File: config.mk
export PLATFORM = sky130hd
export DESIGN_NAME = uart_prog_loader
export DESIGN_NICKNAME = d
export VERILOG_FILES = /design/src/rtl/uart_prog_loader.sv
export SDC_FILE = /design/constraint.sdc
export NUM_CORES = 1
export LEC_CHECK = 0
export ABC_AREA = 1
export CAP_MARGIN = 20
export CORE_UTILIZATION = 35
export CTS_CLUSTER_DIAMETER = 30
export CTS_CLUSTER_SIZE = 28
export DETAILED_ROUTE_END_ITERATION = 8
export PLACE_DENSITY = 0.66
export SYNTH_ARGS = -nofsm -noshare
export SYNTH_HDL_FRONTEND = slang
export SYNTH_SLANG_ARGS = --single-unit
File: constraint.sdc
create_clock -name clk -period 4.42 [get_ports clk]
set_input_delay 0.884 -clock clk [delete_from_list [all_inputs] [get_ports clk]]
set_output_delay 0.884 -clock clk [all_outputs]
set_load 0.005 [all_outputs]
File: src/rtl/uart_prog_loader.sv
// Boot loader: pulls a length header and little-endian words from the UART RX FIFO and writes them to instruction memory.
// Optional LOADER_CSUM_EN: a trailing checksum word must equal the mod-2^32 sum of the data words.
module uart_prog_loader #(
  parameter int ADDR_W      = 16,
  parameter int BASE_ADDR   = 0,
  parameter int MAX_WORDS   = 4096,
  parameter int TIMEOUT_CYC = 1000000
) (
  input  logic              clk,
  input  logic              Rst,
  input  logic              prog,
  input  logic              rx_valid,
  input  logic [7:0]        rx_data,
  output logic              rx_rd,
  output logic              mem_we,
  output logic [ADDR_W-1:0] mem_addr,
  output logic [31:0]       mem_wdata,
  input  logic              mem_ack,
  output logic              core_hold,
  output logic              busy,
  output logic              done,
  output logic              err,
  output logic [15:0]       word_count
);

  localparam int CNT_W = $clog2(TIMEOUT_CYC + 1);
  localparam logic [CNT_W-1:0] CNT_LAST = CNT_W'(TIMEOUT_CYC - 1);

  typedef enum logic [2:0] {
    S_IDLE,
    S_LEN,
    S_DATA,
    S_WRITE,
    S_DONE,
    S_ERR
`ifdef LOADER_CSUM_EN
    , S_CSUM
`endif
  } state_t;

`ifdef LOADER_CSUM_EN
  localparam state_t FINAL_ST = S_CSUM;
  logic [31:0] csum_q;
`else
  localparam state_t FINAL_ST = S_DONE;
`endif

  state_t          state_q, state_d;
  logic            prog_q, start, load_start;
  logic [1:0]      byte_idx;
  logic [23:0]     asm_q;
  logic [15:0]     word_idx, len_q;
  logic [CNT_W-1:0] idle_cnt;
  logic            intake, consume, word_done, timeout;
  logic [31:0]     full_word;

  assign start = prog & ~prog_q;
  assign intake = (state_q == S_LEN) || (state_q == S_DATA)
`ifdef LOADER_CSUM_EN
                  || (state_q == S_CSUM)
`endif
                  ;
  assign consume    = intake & rx_valid;
  assign rx_rd      = consume;
  assign word_done  = consume && (byte_idx == 2'd3);
  assign timeout    = intake && !rx_valid && (idle_cnt == CNT_LAST);
  // The 4th byte is taken straight from the FIFO head, so only 3 bytes need buffering.
  assign full_word  = {rx_data, asm_q};
  assign word_count = word_idx;

  always_ff @(posedge clk or posedge Rst) begin
    if (Rst) state_q <= S_IDLE;
    else     state_q <= state_d;
  end

  always_comb begin
    state_d    = state_q;
    load_start = 1'b0;
    mem_we     = 1'b0;
    busy       = 1'b0;
    core_hold  = 1'b0;
    done       = 1'b0;
    err        = 1'b0;
    case (state_q)
      S_IDLE, S_DONE, S_ERR: begin
        done      = (state_q == S_DONE);
        err       = (state_q == S_ERR);
        core_hold = (state_q == S_ERR);
        if (start) begin
          state_d    = S_LEN;
          load_start = 1'b1;
        end
      end
      S_LEN: begin
        busy      = 1'b1;
        core_hold = 1'b1;
        if (word_done) begin
          if (full_word == 32'd0)                   state_d = FINAL_ST;
          else if (full_word > 32'(MAX_WORDS))      state_d = S_ERR;
          else                                      state_d = S_DATA;
        end else if (timeout) begin
          state_d = S_ERR;
        end
      end
      S_DATA: begin
        busy      = 1'b1;
        core_hold = 1'b1;
        if (word_done)    state_d = S_WRITE;
        else if (timeout) state_d = S_ERR;
      end
      S_WRITE: begin
        busy      = 1'b1;
        core_hold = 1'b1;
        mem_we    = 1'b1;
        if (mem_ack) state_d = ((word_idx + 16'd1) == len_q) ? FINAL_ST : S_DATA;
      end
`ifdef LOADER_CSUM_EN
      S_CSUM: begin
        busy      = 1'b1;
        core_hold = 1'b1;
        if (word_done)    state_d = (full_word == csum_q) ? S_DONE : S_ERR;
        else if (timeout) state_d = S_ERR;
      end
`endif
      default: state_d = S_IDLE;
    endcase
  end

  // Byte assembly, address/data capture, write bookkeeping and idle timer.
  always_ff @(posedge clk or posedge Rst) begin
    if (Rst) begin
      prog_q    <= 1'b0;
      byte_idx  <= 2'd0;
      asm_q     <= 24'd0;
      word_idx  <= 16'd0;
      len_q     <= 16'd0;
      idle_cnt  <= '0;
      mem_addr  <= '0;
      mem_wdata <= 32'd0;
`ifdef LOADER_CSUM_EN
      csum_q    <= 32'd0;
`endif
    end else begin
      prog_q <= prog;
      if (load_start) begin
        byte_idx <= 2'd0;
        word_idx <= 16'd0;
`ifdef LOADER_CSUM_EN
        csum_q   <= 32'd0;
`endif
      end else if (consume) begin
        byte_idx <= byte_idx + 2'd1;
      end
      if (consume) begin
        case (byte_idx)
          2'd0:    asm_q[7:0]   <= rx_data;
          2'd1:    asm_q[15:8]  <= rx_data;
          2'd2:    asm_q[23:16] <= rx_data;
          default: ;
        endcase
      end
      // Timer runs only while waiting for FIFO bytes; being outside intake states clears it.
      if (!intake || consume) idle_cnt <= '0;
      else                    idle_cnt <= idle_cnt + CNT_W'(1);
      if (state_q == S_LEN && word_done) len_q <= full_word[15:0];
      if (state_q == S_DATA && word_done) begin
        mem_wdata <= full_word;
        mem_addr  <= ADDR_W'(BASE_ADDR) + ADDR_W'({word_idx, 2'b00});
      end
      if (state_q == S_WRITE && mem_ack) begin
        word_idx <= word_idx + 16'd1;
`ifdef LOADER_CSUM_EN
        csum_q   <= csum_q + mem_wdata;
`endif
      end
    end
  end

endmodule

# Yosys cells after proc, flatten, opt, wreduce, memory -nomap -nowiden
# Cells that the tools add are included.
[op_classes]
n_lt_le_gt_ge = 1
n_mux = 21
n_bitwise = 3
reduce_logical = 21
eq_ne = 12
add_sub_neg = 3
[op_table]
columns = ["op", "count"]
rows = [
  ["32-bit by 13-bit > comparator with 1-bit output (second input constant)", 1],
  ["32-bit logical NOT", 1],
  ["16-bit 2-to-1 mux", 2],
  ["3-bit 2-to-1 mux", 8],
  ["20-bit by 1-bit adder with 20-bit output (second input constant)", 1],
  ["20-bit == test (second input constant)", 1],
  ["20-bit 2-to-1 mux", 1],
  ["16-bit by 1-bit adder with 16-bit output (second input constant)", 1],
  ["16-bit == test", 1],
  ["3-bit one-hot mux with 4 select lines", 1],
  ["2-bit AND reduction", 4],
  ["3-bit by 2-bit == test with 1-bit output (second input constant)", 2],
  ["3-bit == test (second input constant)", 2],
  ["1-bit logical AND", 6],
  ["1-bit 2-to-1 mux", 6],
  ["3-bit OR reduction", 2],
  ["2-bit == test (second input constant)", 2],
  ["2-bit 2-to-1 mux", 2],
  ["2-bit != test (second input constant)", 2],
  ["2-bit nonzero test", 2],
  ["3-bit by 1-bit == test with 1-bit output (second input constant)", 1],
  ["3-bit logical NOT", 1],
  ["2-bit by 1-bit adder with 2-bit output (second input constant)", 1],
  ["1-bit AND", 2],
  ["other kinds (6)", 8],
]
[totals]
out_inout_bits = 70
word_cells = 72
ff_bits = 128
in_bits = 13

# Logic depth before layout (Yosys ltp)
# Gate-level depths: netlist of the first run.
[logic_depth]
ltp_word = 7
depth_mapped = 16
mapped_depth_nobuf = 16

# Worst setup path before layout of the first run
# Ideal clock, no wire load.
[synth_timing]
path_kind = "input port to output port"
startpoint = "input port rx_valid"
endpoint = "output port rx_rd"
cell_stages = 2
slack_ns = 2.493
arrival_time_ns = 1.043
path_buffers = 0
cell_sequence = "nand2_2 -> inv_2"
[synth_between]
elab_chain_len = 1
[synth_lines]
columns = ["item", "line_no", "text"]
rows = [
  ["start, declared", "12", "input logic rx_valid,"],
  ["1-bit AND", "63", "assign consume = intake & rx_valid;"],
  ["end, declared", "14", "output logic rx_rd,"],
]
# Every way passes these cells.

# Final worst setup path of the first run
# Same ends and word-level chain as after synthesis.

==> results of run 1 <==
==> power by group through the flow <==
stage | Clock (W) | Combinational [W] | Sequential [W]
2_1_floorplan | 0 | 0.000512 | 0.00146
3_3_place_gp | 0 | 0.000688 | 0.00150
3_5_place_dp | 0 | 0.000706 | 0.00150
4_1_cts | 0.00152 | 0.000712 | 0.00148
5_1_grt | 0.00158 | 0.000818 | 0.00151
6_report | 0.00150 | 0.000700 | 0.00148
==> final cells by class <==
cell class                 instances  area (um^2)
fill                            1742         9430
sequential                       128         3200
multi-input combinational        515         2490
timing repair buffer              82          828
clock buffer                      23          478
inverter                          98          370
tap                              225          282
clock inverter                     9          155
==> layer usage <==
| metal | wire (um) | track usage, % |
|---|---|---|
| met1 | 7040 | 23.1 |
| met5 | 0 | 0 |
| met2 | 6880 | 27.7 |
| met4 | 189 | 5.93 |
| met3 | 715 | 4.43 |
==> flip-flops by register name, summed over array words and instances (netlist names) <==
signal      count
mem_addr       14
len_q          16
mem_wdata      32
byte_idx        2
state_q         3
idle_cnt       20
asm_q          24
prog_q          1
word_count     16
==> placed cells by master (no fill, tap or decap), drive strengths merged <==
cell,Yosys,layout
bufinv,0,4
o21ai,96,96
nand4,18,18
buf,10,2
nand3b,7,7
dfrtp,128,128
nand3,46,46
clkdlybuf4s50,0,80
nor2,54,54
o21a,3,3
mux2,4,4
ha,6,6
nor3,13,13
nand2,224,224
inv,98,98
a21o,1,1
nor4,4,4
a211oi,2,2
xor2,2,2
o22ai,13,13
clkinv,0,1
clkinvlp,0,4
or2,3,3
a21oi,17,17
conb,1,2
clkbuf,10,23
==> path summary, 6_finish.rpt <==
kind / start / end / depth (start not counted)
setup reg to reg: state_q[1] / word_count[6] / 7
min in group asynchronous: Rst / mem_wdata[27] / 2
hold reg to reg: idle_cnt[0] / idle_cnt[0] / 1
hold / removal: idle_cnt[0] / idle_cnt[0] / 1
setup / recovery: rx_valid / rx_rd / 4
max in group asynchronous: Rst / byte_idx[1] / 3
==> synthesized netlist by cell type <==
| cell type | number |
|---|---|
| mux2_4 | 4 |
| buf_2 | 6 |
| nand4_1 | 17 |
| xor2_1 | 2 |
| nor2_4 | 6 |
| nand4_2 | 1 |
| a211oi_1 | 2 |
| clkbuf_1 | 10 |
| a21o_1 | 1 |
| inv_1 | 95 |
| a21oi_1 | 17 |
| buf_6 | 2 |
| nor2_2 | 6 |
| o22ai_1 | 13 |
| nand2_1 | 220 |
| o21a_1 | 3 |
| inv_2 | 3 |
| nor4_1 | 4 |
| dfrtp_1 | 128 |
| o21ai_0 | 92 |
| nand3_1 | 46 |
| conb_1 | 1 |
| buf_4 | 2 |
| or2_2 | 3 |
| o21ai_1 | 4 |
| ha_1 | 6 |
| nor2_1 | 42 |
| nor3_2 | 2 |
| nand3b_1 | 7 |
| nor3_1 | 11 |
| nand2_2 | 4 |
==> stage by stage <==
stage	util, %	instances
after global routing	45.3	1080
after global placement	41.6	1048
after CTS	45.3	1080
after detailed placement	41.6	1048
final	45.3	1080
after floorplan	-	761
==> cells by family after synthesis <==
| family | after synthesis |
|---|---|
| XOR/XNOR | 2 |
| other | 1 |
| AO/OA/AOI/OAI | 132 |
| AND/OR/NAND/NOR | 369 |
| flip-flops | 128 |
| buffers and inverters | 118 |
| multiplexers | 4 |
| adder cells (fa/ha/maj) | 6 |
==> run metrics, run 1 <==
mux cell area share after synthesis=0.975%; CTS buffer count=17; Sw Share=29.5%; Synth area leader=dfrtp_1; detailed-route via count=between 5000 and 6000; maximum clock path buffer count=2; combinational power share=19.0%; most used cell, CP=clkdlybuf4s50_1; Starting Density=a little over a third; WP buf/inv=3; status=finished clean; WHS=0.469 ns; CTS Hold Bufs=0; CP startpoint kind=input port; Simple-Gate Fraction of Synth Area=a little over a quarter; Compound-Gate Fraction of Synth Area=11.2%; PD cells=472 mW/mm^2; Switching Power=around 0.0011 W; Fmax=0.330 GHz; worst skew pair latency=0.42 ns; number of synthesized register bits=128; DIE HEIGHT=135 um; XOR/XNOR share of the synthesized area=less than 1%; post-cts resize count=0; Via density=4.81; Die Wd=roughly 130 um; share of cells above drive strength 1=slightly above 7%; Worst Skew=0.00716 ns; die area=roughly 0.018 mm^2; Critical Path AT=2.14 ns; clk slew on worst S/H paths=0.06 ns; htree depth=4; endpoint type of the worst setup path=output port; setup ws final=1.39 ns; Yosys top cell area share=52.0%; Pre-Repair DR Iteration Count=5; Setup CP Type=input port to output port; Critical Path RT=between 3 and 4 ns; Worst Tran Pin Value=just over 0.9 ns; Area Growth Syn to Fin=26.7%; post-synthesis sequential area ratio=52.0%; largest cells by area after synthesis=dfrtp_1 (52%), nand2_1 (13%), o21ai_0 (7.5%), inv_1 (5.8%), nand3_1 (3.7%); Cells after Synth=760; Mapped Avg Cell Area=8.10 um^2; # setup viols final=0; overall power=0.00368 W; first-pass GRT wire length=24400 um; GRT Total Usage=17.4%; Synth Area in Adders=~1.2%; IO Pins=83; post-DP HPWL=10500 um; part of the power in the clock network=40.7%; Setup TNS=0 ns; Peak VDD IR=~290 uV; Routability Congestion=0.840; Worst slew margin=39.4%; Final Critical Period=between 3 and 4 ns; delay-heaviest family, CP=buffers and inverters; Design Area, Final=a little under 0.008 mm^2; Max stage delay on crit path=roughly 0.53 ns; antenna cells=0; DRC=0; Root Buffer=clkbuf_16; RSZ-0062 raised after global routing=false; post-CTS setup-driven buffer insertion count=0; CTS Sinks=between 100 and 150; Placed Area=0.00717 mm^2; initial antenna violation count=0; Layout Nets=between 800 and 900; number of global-route vias before repair=4835; final WL=about 15000 um; pin count of the biggest net entering global routing=66; leakage power=3.54 nW; IO Port Bufs=80; CP max stage cell=clkdlybuf4s50_1; Congestion Overflow GR=0; P_int=0.00260 W; drt wl/cell=~14 um; Placement Setup Slack=1.39 ns; Hold Violations, Final=0; warnings from Yosys=0; Synth cell types=31; placement row count=48; CTS tree=built; Critical Path, Cell by Cell=clkdlybuf4s50_1 -> nand2_2 -> inv_2 -> clkdlybuf4s50_1; max cap viols=0; remaining antenna violation count=0; Tcrit/Tclk final=68.5%; Flop pwr share=40.3%; Final Slew Violations=0; worst reg-to-reg setup slack=2.03 ns; Post-Syn Area=0.00616 mm^2; crit-path max FO=6; Worst Hold Class=flip-flop to flip-flop; core area=0.0172 mm^2; initial drt markers=approximately 380; largest family of logic cells by synthesized area=simple AND/OR/NAND/NOR gates
(Power assumes the default switching activity.)
==> run 2, diff against run 1 <==
Settings changed: PLACE_DENSITY 0.66 to 0.64.
Clock period 4.42 ns to 3.13 ns, I/O delays scaled along.
==> run 2 against run 1 <==
Global-route usage is 0.27 points higher. Sequential share of layout area is 0.13 points higher. Register-to-register slack worse by 1.1 ns. Combinational power is 46% higher. Total power is 37% higher. Clock skew hardly changed. Final cell count is 0.19% higher. Sequential cell count stayed put. Clock power is 27% higher. Non-clock buffer count is 5 higher. Cell area is 0.30% lower. Critical path type is now flip-flop to output port.
==> run metrics, run 2 (synthesis results as in run 1) <==
Flop pwr share=41.8% (+1.5 points); GRT Total Usage=17.7% (+0.27 points); RSZ-0062 raised after global routing=false; most frequent cells in the layout=nand2_1 (220), dfrtp_1 (128), inv_1 (94), o21ai_0 (92), clkdlybuf4s50_1 (80); Root Buffer=clkbuf_16; Pre-Repair DR Iteration Count=5 (unchanged); Setup TNS=0 ns (unchanged); CTS tree=built; Setup CP Type=flip-flop to output port; Congestion Overflow GR=0 (unchanged); IO Port Bufs=80 (unchanged); pin count of the biggest net entering global routing=99 (+50%); htree depth=4 (unchanged); PD cells=646 mW/mm^2 (+37%); drt wl/cell=13.6 um (-1.3%); CTS buffer count=17 (unchanged); IO Pins=83 (unchanged); most common library cell in the layout ignoring fill and taps=nand2_1; combinational power share=20.2% (+1.2 points); Via density=4.81 (about the same); WHS=0.465 ns (-0.00405 ns); Critical Path AT=1.99 ns (-0.15 ns); Worst Skew=0.00738 ns (+0.000225 ns); DRC=0 (unchanged); number of global-route vias before repair=5007 (+3.6%); Switching Power=0.00151 W (+39%); status=finished clean; Placed Cells=1053 (+0.48%); Hold Violations, Final=0 (unchanged); initial antenna violation count=0 (unchanged); post-DP HPWL=10600 um (+1.1%); Worst Hold Class=flip-flop to flip-flop; initial drt markers=384 (+1.9%); P_int=0.00351 W (+35%); Final Critical Period=2.62 ns; Die Wd=135 um (unchanged); leakage power=3.54 nW (about the same); Worst Tran Pin Value=0.532 ns (-0.374 ns); Sw Share=30.1% (+0.58 points); die area=0.0181 mm^2 (unchanged); Area Growth Syn to Fin=26.3%; Layout Nets=866 (+0.58%); Tcrit/Tclk final=83.7%; Fmax=0.382 GHz; part of the power in the clock network=38.0% (-2.7 points); overall power=0.00503 W (+37%); # setup viols final=0 (unchanged); Critical Path RT=2.50 ns (-1.04 ns); CTS Hold Bufs=0 (unchanged); share of cells above drive strength 1=7.47% (+0.33 points); worst skew pair latency=0.41 ns (about the same); CTS Sinks=128 (unchanged); antenna cells=0 (unchanged); core area=0.0172 mm^2 (unchanged); clk slew on worst S/H paths=0.06 ns (about the same); endpoint type of the worst setup path=output port; max cap viols=0 (unchanged); Final Slew Violations=0 (unchanged); first-pass GRT wire length=25000 um (+2.5%); final WL=14700 um (-1.1%); largest registers=mem_wdata: 32 flops, asm_q: 24 flops, idle_cnt: 20 flops; Routability Congestion=0.836 (-0.49%); CP startpoint kind=flip-flop; remaining antenna violation count=0 (unchanged); DIE HEIGHT=135 um (unchanged); Worst slew margin=64.5% (+25 points); Starting Density=35.7% (unchanged); Top reg by flops=mem_wdata; crit-path max FO=7 (+1); post-cts resize count=0 (unchanged); placement row count=48 (unchanged); detailed-route via count=5201 (+0.15%); post-CTS setup-driven buffer insertion count=0 (unchanged); Peak VDD IR=434 uV (+50%); Largest register FFs=32 (unchanged); Core Util, Final=45.1% (-0.14 points); maximum clock path buffer count=2 (unchanged); fin cells=1082 (+0.19%)
-- run 2: worst paths after layout --
check | to | slack [ns] | from | cells after the start
worst max register to register | state_q[2] | 0.96 | word_count[0] | 13
min in group asynchronous | mem_addr[4] | 0.71 | Rst | 3
worst max-delay path | mem_we | 0.51 | state_q[1] | 5
worst min register to register | idle_cnt[0] | 0.47 | idle_cnt[0] | 1
max in group asynchronous | asm_q[18] | 1.99 | Rst | 3
worst min-delay path | idle_cnt[0] | 0.47 | idle_cnt[0] | 1
-- run 2: routing by layer --
layer	GRT usage (%)	vias up	part of all wire, %
li1	-	2654	-
met1	23.8	2416	48
met2	28.4	121	47
met3	4.13	10	3.6
met4	5.18	0	1.1
met5	0	-	0
-- run 2: final cells by class --
cell class | count | area, um^2
Multi-Input combinational cell | 515 | 2490
Timing Repair Buffer | 87 | 866
Clock buffer | 23 | 488
Inverter | 98 | 372
Clock inverter | 6 | 82.6
Fill cell | 1684 | 9460
Tap cell | 225 | 282
Sequential cell | 128 | 3200
-- run 2: metrics by stage --
step                      setup slack [ns]  instance area, um^2
after global routing                 0.384                 7780
after CTS                            0.494                 7780
after global placement               0.624                 7210
after detailed placement             0.620                 7210
after floorplan                      0.923                 6170
final                                0.510                 7780
-- run 2: worst max-delay path, stage by stage, from the launching register on --
cell             delay [ns]
dfrtp_1                0.44
inv_2                  0.07
nor2_2                 0.10
inv_1                  0.07
nor2_2                 0.32
clkdlybuf4s50_1        0.58
-- run 2: power by group through the flow --
stage | clock network (W) | registers, W | logic, W
2_1_floorplan | 0 | 0.00206 | 0.000724
3_3_place_gp | 0 | 0.00212 | 0.00101
3_5_place_dp | 0 | 0.00213 | 0.00103
4_1_cts | 0.00195 | 0.00210 | 0.00103
5_1_grt | 0.00203 | 0.00214 | 0.00119
6_report | 0.00191 | 0.00210 | 0.00102
==> run 3, diff against run 2 <==
Settings changed: PLACE_DENSITY 0.64 to 0.66.
Clock period 3.13 ns to 2.28 ns, I/O delays scaled along.
==> run 3 against run 2 <==
Wire length increased by 2.8%. Sequential cell count unchanged. Largest power group unchanged. Via count increased by 1.0%. Sequential share of layout area down 0.66 points. Non-clock buffer count is 14 higher. Critical path type unchanged.
==> run metrics, run 3 (synthesis results as in run 1) <==
status=finished clean; max cap viols=0 (unchanged); remaining antenna violation count=0 (unchanged); Routability Congestion=0.851 (+1.8%); worst skew pair latency=0.41 ns (about the same); Largest register FFs=32 (unchanged); CTS buffer count=17 (unchanged); GRT Total Usage=18.0% (+0.28 points); endpoint type of the worst setup path=output port; share of cells above drive strength 1=10.3% (+2.8 points); Pre-Repair DR Iteration Count=5 (unchanged); Worst Hold Class=input port to asynchronous set/reset pin; first-pass GRT wire length=25200 um (+0.50%); largest registers=mem_wdata: 32 flops, asm_q: 24 flops, idle_cnt: 20 flops; post-DP HPWL=10900 um (+2.8%); WP buf/inv=3 (unchanged); Die Wd=135 um (unchanged); clk slew on worst S/H paths=0.06 ns (about the same); detailed-route via count=5255 (+1.0%); Peak VDD IR=571 uV (+31%); Critical Path RT=1.82 ns (-0.68 ns); Worst slew margin=66.0% (+1.5 points); drt wl/cell=13.7 um (+1.2%); maximum clock path buffer count=2 (unchanged); Final Slew Violations=0 (unchanged); CTS Sinks=128 (unchanged); Setup TNS=0 ns (unchanged); most frequent cells in the layout=nand2_1 (219), dfrtp_1 (125), inv_1 (92), o21ai_0 (92), clkdlybuf4s50_1 (79); pin count of the biggest net entering global routing=67 (-32%); Worst Skew=0.0108 ns (+0.00346 ns); fill count=1691 (+0.42%); Root Buffer=clkbuf_16; CP max stage cell=clkdlybuf4s50_1; CTS tree=built; core area=0.0172 mm^2 (unchanged); Final Critical Period=2.24 ns; Area Growth Syn to Fin=28.5%; delay-heaviest family, CP=buffers and inverters; PD cells=868 mW/mm^2 (+34%); die area=0.0181 mm^2 (unchanged); Max stage delay on crit path=0.54 ns (-0.04 ns); Layout Nets=880 (+1.6%); most common library cell in the layout ignoring fill and taps=nand2_1; Placed Cells=1060 (+0.66%); Worst Tran Pin Value=0.509 ns (-0.0231 ns); RR Startpoint=word_count[1]; placement row count=48 (unchanged); final WL=15100 um (+2.8%); initial drt markers=375 (-2.3%); CP startpoint kind=flip-flop; CP startpoint=state_q[0]; Via density=4.78 (-0.52%); Hold Violations, Final=0 (unchanged); Fmax=0.446 GHz; DIE HEIGHT=135 um (unchanged); Congestion Overflow GR=0 (unchanged); Top reg by flops=mem_wdata; IO Pins=83 (unchanged); # setup viols final=0 (unchanged); leakage power=3.62 nW (+2.3%); number of global-route vias before repair=5054 (+0.94%); Tcrit/Tclk final=between 90 and 100%; Core Util, Final=45.9% (+0.79 points); DRC=0 (unchanged); Setup CP Type=flip-flop to output port; Critical Path, Cell by Cell=inv_2 -> buf_4 -> nor3_1 -> clkdlybuf4s50_1; crit-path max FO=5 (-2); initial antenna violation count=0 (unchanged); IO Port Bufs=80 (unchanged); worst reg-to-reg setup slack=0.22 ns (-0.74 ns); fin cells=1099 (+1.6%); htree depth=4 (unchanged); antenna cells=0 (unchanged); Critical Path AT=1.79 ns (-0.20 ns); Starting Density=35.7% (unchanged)
run 3: path summary, 6_finish.rpt:
check	to	cells past startpoint
hold / removal	prog_q	2
setup reg to reg	state_q[1]	14
max in group asynchronous	state_q[2]	3
hold reg to reg	mem_addr[6]	2
setup / recovery	err	4
min in group clk	mem_addr[6]	2
run 3: through the flow:
stage / worst slack (ns) / instance area (um^2) / power, W / hold WS [ns]
final: 0.0373 / 7920 / 0.00687 / 0.307
after global routing: -0.00343 / 7920 / 0.00733 / 0.325
after CTS: 0.00465 / 7880 / 0.00692 / 0.308
after detailed placement: 0.124 / 7270 / 0.00434 / 0.464
after global placement: 0.138 / 7270 / 0.00431 / 0.456
after floorplan: 0.243 / 6170 / 0.00383 / 0.433
run 3: timing repair:
item,CTS,global route
buffers inserted,6,1
endpoints found under the hold margin,0,0
gates resized for setup,5,8
pin swaps,2,2
endpoints found under the setup margin,1,6
hold buffers,0,0
run 3: power breakdown:
group / switching [W] / leakage [nW] / internal [W]
logic: 0.000916 / 1.63 / 0.000572
clock network: 0.00102 / 0.261 / 0.00147
registers: 0.000277 / 1.73 / 0.00261
total: 0.00222 / 3.62 / 0.00466
run 3: worst reg2reg max path: cells and delay by family (launching register included):
| kind | cells | cell delay [ns] |
|---|---|---|
| simple gates | 13 | 1.32 |
| flops | 1 | 0.42 |
| fa+ha+maj | 1 | 0.21 |
run 3: final cells by class:
type | instances | area (um^2) | area share, %
clock inverter | 12 | 83.8 | 1.06
sequential | 128 | 3210 | 40.5
inverter | 98 | 372 | 4.69
tap | 225 | 282 | 3.56
timing repair buffer | 101 | 986 | 12.5
clock buffer | 20 | 467 | 5.90
multi-input combinational | 515 | 2520 | 31.8
run 3: routing by layer:
layer | GRT usage, % | up-vias | routed length (um)
li1 | - | 2659 | -
met1 | 23.9 | 2472 | 7350
met2 | 28.6 | 111 | 6960
met3 | 4.62 | 13 | 582
met4 | 5.81 | 0 | 187
met5 | 0 | - | 0
